## src/rtl/bf16_pkg.sv

```systemverilog
`default_nettype none
// ============================================================================
// Module      : bf16_pkg
// Description : Shared BF16 field widths, special encodings, classifier and
//               accumulator state type.
// Revision    : 1.0
// ============================================================================
package bf16_pkg;

  localparam int BF16_EXP_W = 8;
  localparam int BF16_MAN_W = 7;
  localparam int BF16_BIAS  = 127;

  localparam logic [15:0] BF16_QNAN    = 16'h7FC0;
  localparam logic [15:0] BF16_POS_INF = 16'h7F80;
  localparam logic [15:0] BF16_NEG_INF = 16'hFF80;

  typedef enum logic [1:0] {
    CLS_ZERO = 2'd0,
    CLS_NORM = 2'd1,
    CLS_INF  = 2'd2,
    CLS_NAN  = 2'd3
  } bf16_class_e;

  typedef enum logic [0:0] {
    IDLE = 1'b0,
    ACC  = 1'b1
  } acc_state_e;

  // Subnormals (exp==0) are classified as zero: they are flushed.
  function automatic bf16_class_e bf16_classify(input logic [15:0] x);
    bf16_class_e c;
    if (x[BF16_MAN_W +: BF16_EXP_W] == '0)
      c = CLS_ZERO;
    else if (x[BF16_MAN_W +: BF16_EXP_W] == '1)
      c = (x[BF16_MAN_W-1:0] == '0) ? CLS_INF : CLS_NAN;
    else
      c = CLS_NORM;
    return c;
  endfunction

endpackage
`default_nettype wire

```

## src/rtl/bf16_round_pack.sv

```systemverilog
`default_nettype none
// ============================================================================
// Module      : bf16_round_pack
// Description : Rounds a normalized internal-format value (hidden bit at the
//               top of i_man) to BF16 with round-to-nearest-even and encodes
//               zero / inf / NaN.
// Revision    : 1.0
// ============================================================================
module bf16_round_pack
  import bf16_pkg::*;
#(
  parameter int ACC_FRAC_W = 16
) (
  input  logic                  i_sign,
  input  logic [9:0]            i_exp,
  input  logic [ACC_FRAC_W:0]   i_man,
  input  logic                  i_zero,
  input  logic                  i_inf,
  input  logic                  i_nan,
  output logic [15:0]           o_data
);

  localparam int LOW_W = ACC_FRAC_W - BF16_MAN_W;

  logic [BF16_MAN_W-1:0] w_top;
  logic [LOW_W-1:0]      w_low;
  logic [LOW_W-1:0]      w_low_sh;
  logic                  w_guard;
  logic                  w_sticky;
  logic                  w_up;
  logic [BF16_MAN_W:0]   w_rman;
  logic [9:0]            w_rexp;
  logic [15:0]           w_inf;

  assign w_top    = i_man[ACC_FRAC_W-1 -: BF16_MAN_W];
  assign w_low    = i_man[LOW_W-1:0];
  // Dropping the guard bit off the top leaves only the sticky bits.
  assign w_low_sh = w_low << 1;
  assign w_guard  = w_low[LOW_W-1];
  assign w_sticky = |w_low_sh;
  assign w_up     = w_guard & (w_sticky | w_top[0]);
  assign w_rman   = {1'b0, w_top} + {{BF16_MAN_W{1'b0}}, w_up};
  assign w_rexp   = i_exp + {9'd0, w_rman[BF16_MAN_W]};
  assign w_inf    = i_sign ? BF16_NEG_INF : BF16_POS_INF;

  always_comb begin
    if (i_nan)
      o_data = BF16_QNAN;
    else if (i_inf)
      o_data = w_inf;
    else if (i_zero || (i_exp == 10'd0) || !i_man[ACC_FRAC_W])
      o_data = {i_sign, 15'h0000};
    else if (w_rexp >= 10'd255)
      o_data = w_inf;
    else
      o_data = {i_sign, w_rexp[7:0], w_rman[BF16_MAN_W-1:0]};
  end

endmodule
`default_nettype wire

```

## src/rtl/bf16_accumulator.sv

```systemverilog
`default_nettype none
// ============================================================================
// Module      : bf16_accumulator
// Description : Sums first/last-delimited groups of BF16 elements in a wide
//               internal format and emits one rounded BF16 result per group.
// Revision    : 1.0
// ============================================================================
module bf16_accumulator
  import bf16_pkg::*;
#(
  parameter int ACC_FRAC_W = 16,
  parameter int CNT_W      = 8
) (
  input  logic              clk,
  input  logic              rst_n,
  input  logic              in_valid,
  input  logic [15:0]       in_data,
  input  logic              in_first,
  input  logic              in_last,
  output logic              out_valid,
  output logic [15:0]       out_data,
  output logic [CNT_W-1:0]  out_count,
  output logic              group_drop
);

  localparam int MW   = ACC_FRAC_W + 1;
  localparam int LZ_W = $clog2(MW + 1);

  acc_state_e        r_state;
  logic              r_sign;
  logic [9:0]        r_exp;
  logic [MW-1:0]     r_man;
  logic              r_zero;
  logic              r_inf;
  logic              r_nan;
  logic [CNT_W-1:0]  r_count;
  logic              r_out_valid;
  logic [15:0]       r_out_data;
  logic [CNT_W-1:0]  r_out_count;
  logic              r_drop;

  bf16_class_e       w_cls;
  logic              w_load;
  logic [9:0]        w_e_exp;
  logic [MW-1:0]     w_e_man;
  logic              w_swap;
  logic [9:0]        w_big_exp;
  logic [MW-1:0]     w_big_man;
  logic              w_big_sign;
  logic [9:0]        w_sml_exp;
  logic [MW-1:0]     w_sml_man;
  logic [9:0]        w_shift;
  logic [MW-1:0]     w_sml_al;
  logic [MW:0]       w_sum;
  logic [MW-1:0]     w_dif;
  logic [LZ_W-1:0]   w_lz;
  logic [MW-1:0]     w_norm;
  logic [11:0]       w_exp_sub;
  logic [9:0]        w_exp_inc;
  logic              w_n_sign;
  logic [9:0]        w_n_exp;
  logic [MW-1:0]     w_n_man;
  logic              w_n_zero;
  logic              w_n_inf;
  logic              w_n_nan;
  logic [CNT_W-1:0]  w_n_count;
  logic [15:0]       w_round;

  function automatic logic [LZ_W-1:0] lzc(input logic [MW-1:0] v);
    logic [LZ_W-1:0] n;
    logic            hit;
    n   = '0;
    hit = 1'b0;
    for (int i = MW - 1; i >= 0; i--) begin
      if (!hit) begin
        if (v[i]) hit = 1'b1;
        else      n   = n + LZ_W'(1);
      end
    end
    return n;
  endfunction

  assign w_cls   = bf16_classify(in_data);
  assign w_load  = (r_state == IDLE) || in_first;
  assign w_e_exp = {2'b00, in_data[14:7]};
  assign w_e_man = {1'b1, in_data[6:0], {(ACC_FRAC_W-7){1'b0}}};

  // Magnitude ordering decides which operand is aligned down.
  assign w_swap     = {w_e_exp, w_e_man} > {r_exp, r_man};
  assign w_big_exp  = w_swap ? w_e_exp     : r_exp;
  assign w_big_man  = w_swap ? w_e_man     : r_man;
  assign w_big_sign = w_swap ? in_data[15] : r_sign;
  assign w_sml_exp  = w_swap ? r_exp       : w_e_exp;
  assign w_sml_man  = w_swap ? r_man       : w_e_man;
  assign w_shift    = w_big_exp - w_sml_exp;
  assign w_sml_al   = (w_shift > 10'(ACC_FRAC_W + 1)) ? '0 : (w_sml_man >> w_shift);
  assign w_sum      = {1'b0, w_big_man} + {1'b0, w_sml_al};
  assign w_dif      = w_big_man - w_sml_al;
  assign w_lz       = lzc(w_dif);
  assign w_norm     = w_dif << w_lz;
  assign w_exp_sub  = {2'b00, w_big_exp} - {{(12-LZ_W){1'b0}}, w_lz};
  assign w_exp_inc  = w_big_exp + 10'd1;

  assign w_n_count  = w_load ? CNT_W'(1) : ((&r_count) ? r_count : r_count + CNT_W'(1));

  always_comb begin
    w_n_sign = r_sign;
    w_n_exp  = r_exp;
    w_n_man  = r_man;
    w_n_zero = r_zero;
    w_n_inf  = r_inf;
    w_n_nan  = r_nan;
    if (w_load) begin
      w_n_sign = in_data[15];
      w_n_exp  = w_e_exp;
      w_n_man  = w_e_man;
      w_n_zero = (w_cls == CLS_ZERO);
      w_n_inf  = (w_cls == CLS_INF);
      w_n_nan  = (w_cls == CLS_NAN);
    end else if (r_nan || (w_cls == CLS_NAN)) begin
      w_n_nan = 1'b1;
    end else if (w_cls == CLS_INF) begin
      if (r_inf && (r_sign != in_data[15])) begin
        w_n_nan = 1'b1;
      end else begin
        w_n_inf  = 1'b1;
        w_n_sign = in_data[15];
      end
    end else if (!r_inf && (w_cls == CLS_NORM)) begin
      if (r_zero) begin
        w_n_sign = in_data[15];
        w_n_exp  = w_e_exp;
        w_n_man  = w_e_man;
        w_n_zero = 1'b0;
      end else if (r_sign == in_data[15]) begin
        w_n_sign = w_big_sign;
        if (w_sum[MW]) begin
          w_n_man = w_sum[MW:1];
          w_n_exp = w_exp_inc;
        end else begin
          w_n_man = w_sum[MW-1:0];
          w_n_exp = w_big_exp;
        end
        if (w_n_exp > 10'd254) w_n_inf = 1'b1;
      end else if (w_dif == '0) begin
        w_n_zero = 1'b1;
        w_n_sign = 1'b0;
      end else begin
        w_n_sign = w_big_sign;
        if ((w_exp_sub[11:10] != 2'b00) || (w_exp_sub[9:0] == 10'd0)) begin
          w_n_zero = 1'b1;
        end else begin
          w_n_man = w_norm;
          w_n_exp = w_exp_sub[9:0];
        end
      end
    end
  end

  bf16_round_pack #(
    .ACC_FRAC_W (ACC_FRAC_W)
  ) u_round_pack (
    .i_sign (w_n_sign),
    .i_exp  (w_n_exp),
    .i_man  (w_n_man),
    .i_zero (w_n_zero),
    .i_inf  (w_n_inf),
    .i_nan  (w_n_nan),
    .o_data (w_round)
  );

  always_ff @(posedge clk or negedge rst_n) begin
    if (!rst_n) begin
      r_state     <= IDLE;
      r_sign      <= 1'b0;
      r_exp       <= '0;
      r_man       <= '0;
      r_zero      <= 1'b1;
      r_inf       <= 1'b0;
      r_nan       <= 1'b0;
      r_count     <= '0;
      r_out_valid <= 1'b0;
      r_out_data  <= 16'h0000;
      r_out_count <= '0;
      r_drop      <= 1'b0;
    end else begin
      r_out_valid <= 1'b0;
      r_drop      <= 1'b0;
      if (in_valid) begin
        r_sign  <= w_n_sign;
        r_exp   <= w_n_exp;
        r_man   <= w_n_man;
        r_zero  <= w_n_zero;
        r_inf   <= w_n_inf;
        r_nan   <= w_n_nan;
        r_count <= w_n_count;
        r_drop  <= (r_state == ACC) && in_first;
        if (in_last) begin
          r_out_valid <= 1'b1;
          r_out_data  <= w_round;
          r_out_count <= w_n_count;
          r_state     <= IDLE;
        end else begin
          r_state     <= ACC;
        end
      end
    end
  end

  assign out_valid  = r_out_valid;
  assign out_data   = r_out_data;
  assign out_count  = r_out_count;
  assign group_drop = r_drop;

endmodule
`default_nettype wire

```

## config.mk

```make
export PLATFORM = sky130hd
export DESIGN_NAME = bf16_accumulator
export DESIGN_NICKNAME = d
export VERILOG_FILES = /design/src/rtl/bf16_pkg.sv /design/src/rtl/bf16_round_pack.sv /design/src/rtl/bf16_accumulator.sv
export SDC_FILE = /design/constraint.sdc
export NUM_CORES = 1
export LEC_CHECK = 0
export ABC_AREA = 0
export CAP_MARGIN = 40
export CORE_AREA = 8 8 162 164
export CTS_CLUSTER_DIAMETER = 80
export DETAILED_ROUTE_END_ITERATION = 7
export DIE_AREA = 0 0 170 172
export GPL_ROUTABILITY_DRIVEN = 0
export MAX_ROUTING_LAYER = met4
export PLACE_DENSITY_LB_ADDON = 0.08
export SETUP_SLACK_MARGIN = 0.05
export SLEW_MARGIN = 20
export SYNTH_ARGS = -nofsm -noshare
export SYNTH_HDL_FRONTEND = slang
export SYNTH_SLANG_ARGS = --single-unit
```

## constraint.sdc

```tcl
create_clock -name clk -period 25.3 [get_ports clk]
set_input_delay 5.06 -clock clk [delete_from_list [all_inputs] [get_ports clk]]
set_output_delay 5.06 -clock clk [all_outputs]
set_load 0.05 [all_outputs]
```

==> impl_metrics.csv <==
group,metric,value,unit
outcome,status,"finished, final reports clean",
timing,maxSlewViolCount,0,
clock_tree,hold_buffers,0,
floorplan,fp.dieH,172,µm
global_route,grt_antenna_before_repair,0,
logic_synthesis,synthArstFlopShare,100.0,%
clock_tree,cts_tree,"done",
timing,worstMarginPinSlew,941.5,ps
clock_tree,clk_pin_slew,60,ps
clock_tree,cts_num_sinks,66,
layout,n_antenna_cell,0,
timing,max_freq,41.57,MHz
layout,utilization,54.17,%
drt,wl_per_cell,20.97,µm
layout,fin_area,12900,µm²
place,dp_hpwl,31.91,mm
logic_synthesis,netlist_area,11560,µm²
layout,final_cells,1980,
timing,finalCriticalPeriod,24060,ps
layout,drive_gt1_share,9.903,%
layout,finalNetCount,1748,
worst_setup_path,crit_type,"input port to flip-flop",
logic_synthesis,seq_area_frac_synth,14.30,%
drt,drtIter0Drc,1380,
clock_tree,cts.path.max_buffers,2,
drt,drt-total-wl,41.52,mm
clock_tree,clockRootBuffer,"clkbuf_16",
worst_hold_path,holdCritPathClass,"flip-flop to flip-flop",
place,placed_area,12450,µm²
logic_synthesis,postSynthAreaPerCell,7.086,µm²
drt,vias,12670,
logic_synthesis,yosysUniqueCellTypes,96,
floorplan,rows,57,
logic_synthesis,synth_area_leaders,"dfrtp_1 (14%), ha_1 (7.9%), mux2i_1 (6.8%)",
global_route,grt_pass1_vias,11830,
drt,vias_per_cell,6.399,
floorplan,initial_core_util,48.52,%
timing,skew,8.578,ps
worst_setup_path,worstPathRequired,25520,ps
floorplan,core,23820,µm²
place,portBuffers,46,
logic_synthesis,ys_ff_latch,66,
worst_setup_path,cpMostUsedCell,"ha_1",
global_route,grt_max_degree,65,
logic_synthesis,yosysTopAreaCell,"dfrtp_1",
worst_setup_path,endpoint_kind,"flip-flop",
floorplan,io_pins,47,
logic_synthesis,synth-warning-count,0,
drt,drc,0,
logic_synthesis,synth_edf_count,0,
drt,firstDrtPassIters,6,
global_route,gr-total-overflow,0,
drt,ant_nets,0,
pwr,vdd_drop_max,0.05277,mV
clock_tree,numCtsBuffers,9,
worst_setup_path,cp_slowest_stage_delay,730,ps
global_route,grt_usage,28.73,%
pwr,p_leak,5.454,nW
place,dp_slack,188.1,ps
worst_setup_path,cp_max_fo,24,
logic_synthesis,syn_nets,1728,
global_route,grt_pass1_wl,65.47,mm
timing,finalCritPeriodShare,95.08,%
logic_synthesis,netlist_top_cells_count,"nand2_1 (185), nor2_1 (171), a21oi_1 (133)",
worst_setup_path,startpoint_type,"input port",
clock_tree,insertion_delay,340,ps
floorplan,die_area,29240,µm²
worst_setup_path,cp_data_arrival_time,24280,ps
timing,setup_ws,1244,ps
timing,holdWs,476.0,ps
run,drv_cap,0,
logic_synthesis,synthCells,1631,
floorplan,die_w,170,µm
logic_synthesis,synth_most_common_cell,"nand2_1",
logic_synthesis,yosysTopAreaCellShare,14.07,%
place,dp.cells,1959,
timing,hold_violations,0,
clock_tree,cts_max_level,3,
worst_setup_path,cp_slowest_cell,"a211oi_1",
timing,finalSetupViolations,0,
layout,synthToLayoutAreaGrowth,11.64,%
timing,max_slew_margin,37.24,%
pwr,power_density,110.4,nW/µm²
logic_synthesis,ys.flop_type,"dfrtp_1",
-- cell families after synthesis --
| family | count (synthesis) | share of synthesized area (%) |
|---|---|---|
| muxes | 99 | 9.191 |
| AOI/OAI and AO/OA | 507 | 28.79 |
| adders and majority gates | 76 | 8.423 |
| DFF | 66 | 14.30 |
| and+or+nand+nor | 626 | 26.32 |
| buffers and inverters | 171 | 5.976 |
| xor gates and xnor gates | 86 | 7.004 |
-- worst max-delay path: cells and delay by family --
family                   cells  cell delay [ps]
multiplexers                 1               60
buffers and inverters       11             1910
XOR/XNOR                     1              110
adder cells (fa/ha/maj)     15             4690
AND/OR/NAND/NOR             29             4810
AO/OA/AOI/OAI               35             7600
-- flip-flops by register name (all words and copies together), names as in the netlist, 8 cells and up --
name and count:
out_count 8, out_data 16, r_count 8, r_exp 10
r_man 17
-- area by class of cell --
cell class | count | area, µm²
sequential | 66 | 1653
clock inverter | 7 | 83.83
tap | 324 | 405.4
inverter | 82 | 307.8
fill | 2413 | 10920
clock buffer | 9 | 225.2
multi-input combinational | 1394 | 9363
timing repair buffer | 98 | 864.6
-- through the flow --
stage          setup TNS, ps  power (mW)
6_report                   0       1.424
5_1_grt               -206.6       1.528
4_1_cts                    0       1.379
3_5_place_dp               0       1.237
3_3_place_gp               0       1.233
2_1_floorplan              0      0.9480
-- routing by layer --
layer  share of wire (%)  track usage [%]  wire [µm]
met3                 7.7            3.242       3179
met4                 4.1            11.63       1683
met5                   0                -          0
met1                  42            36.06      17350
met2                  47            46.80      19310
-- path summary, 6_finish.rpt --
| path | start | end | slack (ps) | depth (start not counted) |
|---|---|---|---|---|
| min in group asynchronous | rst_n | out_count[5] | 4700 | 2 |
| min | out_count[7] | out_count[7] | 480 | 2 |
| max reg2reg | r_exp[3] | out_data[4] | 5860 | 92 |
| max in group asynchronous | rst_n | r_zero | 20010 | 3 |
| max | in_data[10] | out_data[4] | 1240 | 92 |
| min reg2reg | out_count[7] | out_count[7] | 480 | 2 |
-- report_power, final --
group          switching [mW]  leakage, nW  total (mW)  internal [mW]
Combinational           0.731         4.48        1.14          0.410
Sequential             0.0239        0.828       0.147          0.123
Clock                  0.0574        0.149       0.136         0.0784
Total                   0.812         5.45        1.42          0.612
-- cells in the final DEF, fill, tap and decap left out, drive strengths merged, types with 9 or more instances in the layout --
master         instances
clkbuf                 9
a31oi                 24
a22oi                 11
nand3b                12
nand4                 19
o22ai                  9
o21ai                122
mux2                  17
o31ai                 12
a211oi                23
or2                   13
xor2                  32
o311ai                 9
o211ai                22
a221oi                11
or3                   18
o22a                  13
a21o                  27
and3                  11
nand2                185
nor3                  44
o211a                  9
or4                   10
inv                   86
dfrtp                 65
nor2b                 16
nor2                 171
nand2b                18
buf                   54
mux2i                 78
xnor2                 51
a21oi                136
clkdlybuf4s50         43
ha                    73
and2                  17
o21a                  12
nor4                  16
nand3                 46
-- timing repair --
action | 4_1_cts | 5_1_grt
setup endpoints to repair | 0 | 15
resized for setup | 0 | 28
buffers inserted | 0 | 4
No activity file was read; power rests on OpenSTA's default activity.
